--- src/rtl/gpio_lock_pkg.sv ---
//==============================================================================
// Module      : gpio_lock_pkg
// Description : Shared types, register map and STATUS layout for the GPIO
//               lock-register write-protection controller.
// Revision    : 1.0 - initial release
//==============================================================================
`default_nettype none

package gpio_lock_pkg;

    typedef enum logic [1:0] {
        ST_PROT   = 2'd0,
        ST_K1     = 2'd1,
        ST_OPEN   = 2'd2,
        ST_FROZEN = 2'd3
    } lock_state_e;

    localparam logic [3:0] OFS_LOCK   = 4'h0;
    localparam logic [3:0] OFS_KEY    = 4'h4;
    localparam logic [3:0] OFS_STATUS = 4'h8;
    localparam logic [3:0] OFS_FREEZE = 4'hC;

    localparam int STAT_STATE_LSB = 0;
    localparam int STAT_FAIL_LSB  = 4;
    localparam int STAT_TMR_LSB   = 8;

    function automatic logic [31:0] status_word(input lock_state_e st,
                                                input logic [2:0]  fails,
                                                input logic [7:0]  tmr);
        logic [31:0] w;
        w = '0;
        w[STAT_STATE_LSB +: 2] = st;
        w[STAT_FAIL_LSB  +: 3] = fails;
        w[STAT_TMR_LSB   +: 8] = tmr;
        return w;
    endfunction

endpackage

`default_nettype wire

--- src/rtl/gpio_lock_timer.sv ---
//==============================================================================
// Module      : gpio_lock_timer
// Description : Loadable down-counter with zero flag; stops at zero.
// Revision    : 1.0 - initial release
//==============================================================================
`default_nettype none

module gpio_lock_timer #(
    parameter int unsigned WIDTH = 8
) (
    input  logic             clk,
    input  logic             rst_n,
    input  logic             load,
    input  logic [WIDTH-1:0] load_val,
    input  logic             count_en,
    output logic [WIDTH-1:0] count,
    output logic             zero
);

    assign zero = (count == '0);

    always_ff @(posedge clk or negedge rst_n) begin
        if (!rst_n) begin
            count <= '0;
        end else if (load) begin
            count <= load_val;
        end else if (count_en && !zero) begin
            count <= count - WIDTH'(1);
        end
    end

endmodule

`default_nettype wire

--- src/rtl/apb_gpio_lock_ctrl.sv ---
//==============================================================================
// Module      : apb_gpio_lock_ctrl
// Description : APB write-protection front end for the GPIO pin-lock register.
// Revision    : 1.0 - initial release
//==============================================================================
`default_nettype none

module apb_gpio_lock_ctrl
    import gpio_lock_pkg::*;
#(
    parameter int unsigned TIMEOUT_CYC = 16,
    parameter int unsigned MAX_FAILS   = 3,
    parameter logic [31:0] KEY1        = 32'h5A5A_0001,
    parameter logic [31:0] KEY2        = 32'hA5A5_0002
) (
    input  logic        HCLK,
    input  logic        HRESETn,
    input  logic        PSEL,
    input  logic        PENABLE,
    input  logic        PWRITE,
    input  logic [3:0]  PADDR,
    input  logic [31:0] PWDATA,
    output logic [31:0] PRDATA,
    output logic        PREADY,
    output logic        PSLVERR,
    output logic [31:0] gpio_lock,
    output logic        lock_frozen,
    output logic        tamper_irq
);

    localparam logic [7:0] TMR_INIT = 8'(TIMEOUT_CYC);
    localparam logic [2:0] MAX_F    = 3'(MAX_FAILS);

    lock_state_e state, state_nxt, eff_state;
    logic [2:0]  fail_cnt, fail_nxt, fail_inc;
    logic [31:0] lock_nxt;
    logic        irq_nxt;
    logic        bad_key;
    logic        tmr_load, tmr_zero, tmr_cnt_en;
    logic [7:0]  tmr;

    logic access, wr_acc, rd_acc, unmapped;
    logic sel_lock, sel_key, sel_freeze;

    assign access     = PSEL & PENABLE;
    assign wr_acc     = access & PWRITE;
    assign rd_acc     = access & ~PWRITE;
    assign unmapped   = (PADDR[1:0] != 2'b00);
    assign sel_lock   = (PADDR == OFS_LOCK);
    assign sel_key    = (PADDR == OFS_KEY);
    assign sel_freeze = (PADDR == OFS_FREEZE);

    assign PREADY      = 1'b1;
    assign lock_frozen = (state == ST_FROZEN);

    // An expired unlock window behaves as PROT even before the register catches up.
    assign eff_state = ((state == ST_K1 || state == ST_OPEN) && tmr_zero) ? ST_PROT : state;

    assign fail_inc   = (fail_cnt == 3'd7) ? 3'd7 : fail_cnt + 3'd1;
    assign tmr_cnt_en = (state == ST_K1) || (state == ST_OPEN);

    gpio_lock_timer #(
        .WIDTH    (8)
    ) u_timer (
        .clk      (HCLK),
        .rst_n    (HRESETn),
        .load     (tmr_load),
        .load_val (TMR_INIT),
        .count_en (tmr_cnt_en),
        .count    (tmr),
        .zero     (tmr_zero)
    );

    always_comb begin
        state_nxt = eff_state;
        fail_nxt  = fail_cnt;
        lock_nxt  = gpio_lock;
        irq_nxt   = 1'b0;
        tmr_load  = 1'b0;
        bad_key   = 1'b0;
        PSLVERR   = 1'b0;
        if (wr_acc) begin
            if (unmapped) begin
                PSLVERR = 1'b1;
            end else begin
                case (eff_state)
                    ST_PROT: begin
                        if (sel_key) begin
                            if (PWDATA == KEY1) begin
                                state_nxt = ST_K1;
                                tmr_load  = 1'b1;
                            end else begin
                                bad_key = 1'b1;
                            end
                        end else begin
                            PSLVERR = 1'b1;
                        end
                    end
                    ST_K1: begin
                        if (sel_key) begin
                            if (PWDATA == KEY2) begin
                                state_nxt = ST_OPEN;
                                tmr_load  = 1'b1;
                            end else begin
                                bad_key = 1'b1;
                            end
                        end else begin
                            PSLVERR   = 1'b1;
                            state_nxt = ST_PROT;
                        end
                    end
                    ST_OPEN: begin
                        if (sel_lock) begin
                            lock_nxt  = gpio_lock | PWDATA;
                            fail_nxt  = 3'd0;
                            state_nxt = ST_PROT;
                        end else if (sel_freeze) begin
                            if (PWDATA[0]) begin
                                state_nxt = ST_FROZEN;
                            end
                        end else if (sel_key) begin
                            bad_key = 1'b1;
                        end else begin
                            PSLVERR = 1'b1;
                        end
                    end
                    default: begin
                        PSLVERR = 1'b1;
                    end
                endcase
            end
            if (bad_key) begin
                PSLVERR  = 1'b1;
                fail_nxt = fail_inc;
                if (fail_inc == MAX_F) begin
                    state_nxt = ST_FROZEN;
                    irq_nxt   = 1'b1;
                end else begin
                    state_nxt = ST_PROT;
                end
            end
        end
    end

    always_comb begin
        PRDATA = '0;
        if (rd_acc) begin
            case (PADDR)
                OFS_LOCK:   PRDATA = gpio_lock;
                OFS_STATUS: PRDATA = status_word(eff_state, fail_cnt, tmr);
                default:    PRDATA = '0;
            endcase
        end
    end

    always_ff @(posedge HCLK or negedge HRESETn) begin
        if (!HRESETn) begin
            state      <= ST_PROT;
            fail_cnt   <= 3'd0;
            gpio_lock  <= '0;
            tamper_irq <= 1'b0;
        end else begin
            state      <= state_nxt;
            fail_cnt   <= fail_nxt;
            gpio_lock  <= lock_nxt;
            tamper_irq <= irq_nxt;
        end
    end

endmodule

`default_nettype wire

--- config.mk ---
export PLATFORM = sky130hd
export DESIGN_NAME = apb_gpio_lock_ctrl
export DESIGN_NICKNAME = d
export VERILOG_FILES = /design/src/rtl/gpio_lock_pkg.sv /design/src/rtl/gpio_lock_timer.sv /design/src/rtl/apb_gpio_lock_ctrl.sv
export SDC_FILE = /design/constraint.sdc
export NUM_CORES = 1
export LEC_CHECK = 0
export BUFFER_PORTS_ARGS = -buffer_cell sky130_fd_sc_hd__buf_2
export CORE_ASPECT_RATIO = 1.75
export CORE_MARGIN = 8
export CORE_UTILIZATION = 49
export CTS_BUF_LIST = sky130_fd_sc_hd__clkbuf_4 sky130_fd_sc_hd__clkbuf_8
export DETAILED_ROUTE_END_ITERATION = 10
export GPL_TIMING_DRIVEN = 0
export HOLD_SLACK_MARGIN = 0.02
export PLACE_DENSITY = 0.82
export SLEW_MARGIN = 20
export SYNTH_ARGS = -nofsm -noshare
export SYNTH_HDL_FRONTEND = slang
export SYNTH_SLANG_ARGS = --single-unit
--- constraint.sdc ---
create_clock -name HCLK -period 3.7 [get_ports HCLK]
set_clock_uncertainty 0.05 [all_clocks]
set_input_delay 0 -clock HCLK [delete_from_list [all_inputs] [get_ports HCLK]]
set_output_delay 0 -clock HCLK [all_outputs]
set_load 0.01 [all_outputs]
==> summary.txt <==
Run status
  • Status: complete, no violations

Clocking
  • CTS Hold Bufs: 33
  • Clk sinks: 46
  • Clock slew at reported path FFs: 0.09 ns
  • Root Buffer: clkbuf_8
  • Clk_lat worst skew: 0.30 ns
  • H-tree depth: 2
  • Clk buf depth: 2
  • Post CTS Setup Buffer Count: 0
  • CTS tree: done
  • Total CTS buffers: 5
  • Gates resized, CTS repair: 0

Global routing
  • Vias in the first global route: 2,658
  • Grt total ovfl: 0
  • Initial antenna violation count: 0
  • Largest net degree at the start of global routing: 47
  • GRT Total Usage: 20.7%
  • First-pass GRT wire length: 13,000 um

Placement
  • Placer Congestion: 0.899
  • Port Buf Inserts: 107
  • Detail Placement HPWL: 5810 um

Power and ir drop
  • Final Power: 0.00137 W
  • Cell leakage power: 1.96 nW
  • Worst IR Drop VDD: 0.410 mV
  • Pwr Density: 389 nW/um^2

STA
  • Setup Viol. Count Final: 0
  • Min Tclk post-route: 3.39 ns
  • Fin. Hold Viols: 0
  • RSZ-0062 raised after global routing: no
  • Final period utilization: 91.7%
  • TNS Setup: 0 ns
  • Slew Viols, Final: 0
  • Actual slew at the worst max-slew pin: 0.786 ns
  • Worst rel slew slack: 47.2%
  • Max Fclk: 295 MHz

Floorplan
  • I/O pin total: 109
  • Die area: 7700 sq um
  • Row cnt: 34
  • Starting Density: 50.4%
  • Die width: 69.8 um
  • Area of the core: 4930 sq um
  • Die Height: 110 um

Layout
  • Area of the multi-input gates: 1280 sq um
  • Fillcell total: 381
  • Synth-to-layout area growth: 41.6%
  • Fin nets: 440
  • Most frequent cells in the layout: 106 x buf_2, 46 x dfrtp_1, 33 x dlygate4sd3_1
  • Sequential Area: 1150 sq um
  • Most common cell after layout, fill and taps aside: buf_2
  • Share of layout cells above drive strength 1: 32.3%

Worst setup path
  • CP bufs+invs: 1
  • Reg2Reg Capture Point: state[1]
  • Crit path max-delay family: simple AND/OR/NAND/NOR gates
  • Reg-to-Reg Start: state[0]
  • Element type at the critical path end: output port
  • CP cell instances: ha_1 -> or4bb_1 -> o211a_1 -> or4_4 -> a211oi_2 -> nand3b_2 -> o21ai_0 -> buf_2
  • Critical Path RT: 3.65 ns
  • Crit start category: register
  • Reg2Reg Setup Slack: 0.57 ns
  • Critical path data arrival time: 3.34 ns
  • Reg2reg path depth: 7
  • Critical Path Stages: 8
  • CP max FO: 9
  • CP startpoint: state[0]
  • Setup Crit Path Kind: register to output port
  • Crit path largest cell delay: 0.57 ns
  • Crit path to: PSLVERR
  • Slowest library cell on the worst path: or4_4

Route
  • DRC violations left: 0
  • DRT iter0 DRCs: 114
  • WL per Instance: 18.0 um
  • Post-Route WL: 8110 um
  • TritonRoute pass-1 iters: 4
  • Via density: 5.62
  • Final ANT Viol Nets: 0
  • Via count: 2,535

Hold path
  • Class of the most critical hold timing path: primary input to register

Synthesis
  • Share of the synthesized area in the top cell type: 46.3%
  • EDFF count, synth: 0
  • Post-Syn Instances: 248
  • Ys flop type: dfrtp_1
  • Largest cells by area after synthesis: dfrtp_1 46%, a21o_1 9.7%, and2_1 4.8%, nor2_1 4.4%, a22oi_1 3.9%
  • Mapped cell area: 2480 sq um
  • Syn_area_per_cell: 10.0 sq um
  • Area leader, netlist: dfrtp_1
  • Sequential cell area fraction in the yosys report: 46.3%
  • FF+latch count, synth: 46
  • Synth cell types: 48
  • Syn. warnings: 0
  • Post-synth net total: 293
  • Post-synthesis async set-or-reset flop share: 100%

Run
  • MaxCap Viol Count: 0
==> report_power, final <==
group / switching [W] / leakage, nW / internal, W / total, W
clock network: 0.000173 / 0.0486 / 0.000141 / 0.000314
registers: 0.0000967 / 0.593 / 0.000592 / 0.000689
logic: 0.000187 / 1.32 / 0.000180 / 0.000367
total: 0.000457 / 1.96 / 0.000913 / 0.00137
==> sequential cells by signal, summed over array words and instances, names as in the netlist <==
name	flops
fail_cnt	3
u_timer.count	8
tamper_irq	1
state	2
gpio_lock	32
==> Yosys cell counts, types with 5 or more instances <==
cell and n:
a21o_1 32, nand3_1 5, inv_1 5, o21ai_0 8, a22oi_1 13, nand2_1 8
nor2_1 29, nor4_1 5, nor3_1 8, clkbuf_1 8, and2_1 19, dfrtp_1 46
a21oi_1 5
==> worst min path at each step <==
stage          startpoint  slack [ns]            to  cells after the start
3_3_place_gp    PWDATA[3]        0.17  gpio_lock[3]                      2
5_1_grt          PADDR[3]        0.13   fail_cnt[2]                      4
4_1_cts          PADDR[3]        0.11   fail_cnt[2]                      4
3_5_place_dp    PWDATA[6]        0.17  gpio_lock[6]                      2
6_report         PADDR[3]        0.11   fail_cnt[2]                      4
2_1_floorplan     HRESETn       -0.35   fail_cnt[0]                      0
==> per-layer routing <==
metal,track usage [%],vias up,wire (um)
met3,5.11,24,505
met2,40.1,114,4470
met4,10.1,0,323
met5,0,-,0
met1,19.9,1191,2810
li1,-,1206,-
==> stage by stage <==
| stage | util [%] | setup WS (ns) | instance area (sq um) | cells | hold slack (ns) |
|---|---|---|---|---|---|
| after floorplan | - | 0.931 | 2480 | 248 | -0.346 |
| after global placement | 62.6 | 0.669 | 3090 | 409 | 0.167 |
| after detailed placement | 62.7 | 0.648 | 3090 | 409 | 0.171 |
| after CTS | 71.2 | 0.371 | 3510 | 450 | 0.113 |
| after global routing | 71.3 | 0.235 | 3520 | 450 | 0.132 |
| final | 71.3 | 0.306 | 3520 | 451 | 0.109 |
==> logic make-up after synthesis <==
family / synth area share (%)
muxes: 1.66
DFF: 46.3
adders and majority gates: 2.01
other: 0.151
AOI/OAI and AO/OA: 20.9
and+or+nand+nor: 24.2
buffers and inverters: 2.27
xor gates and xnor gates: 2.47
==> worst register-to-register path: cells and delay by family, from the launching register on <==
family / cells / cell delay, ns
AO/OA/AOI/OAI: 2 / 0.55
flip-flops: 1 / 0.48
AND/OR/NAND/NOR: 3 / 1.39
adder cells (fa/ha/maj): 1 / 0.36
multiplexers: 1 / 0.23
==> final cells by class <==
class                      instances  share of cell area (%)
tap                               54                    1.92
clock inverter                     2                   0.391
buffer                             9                    1.07
timing repair buffer             140                    24.7
sequential                        46                    32.7
multi-input combinational        188                    36.5
antenna                            1                  0.0711
clock buffer                       6                    2.17
inverter                           5                   0.533
(Power assumes the default switching activity.)
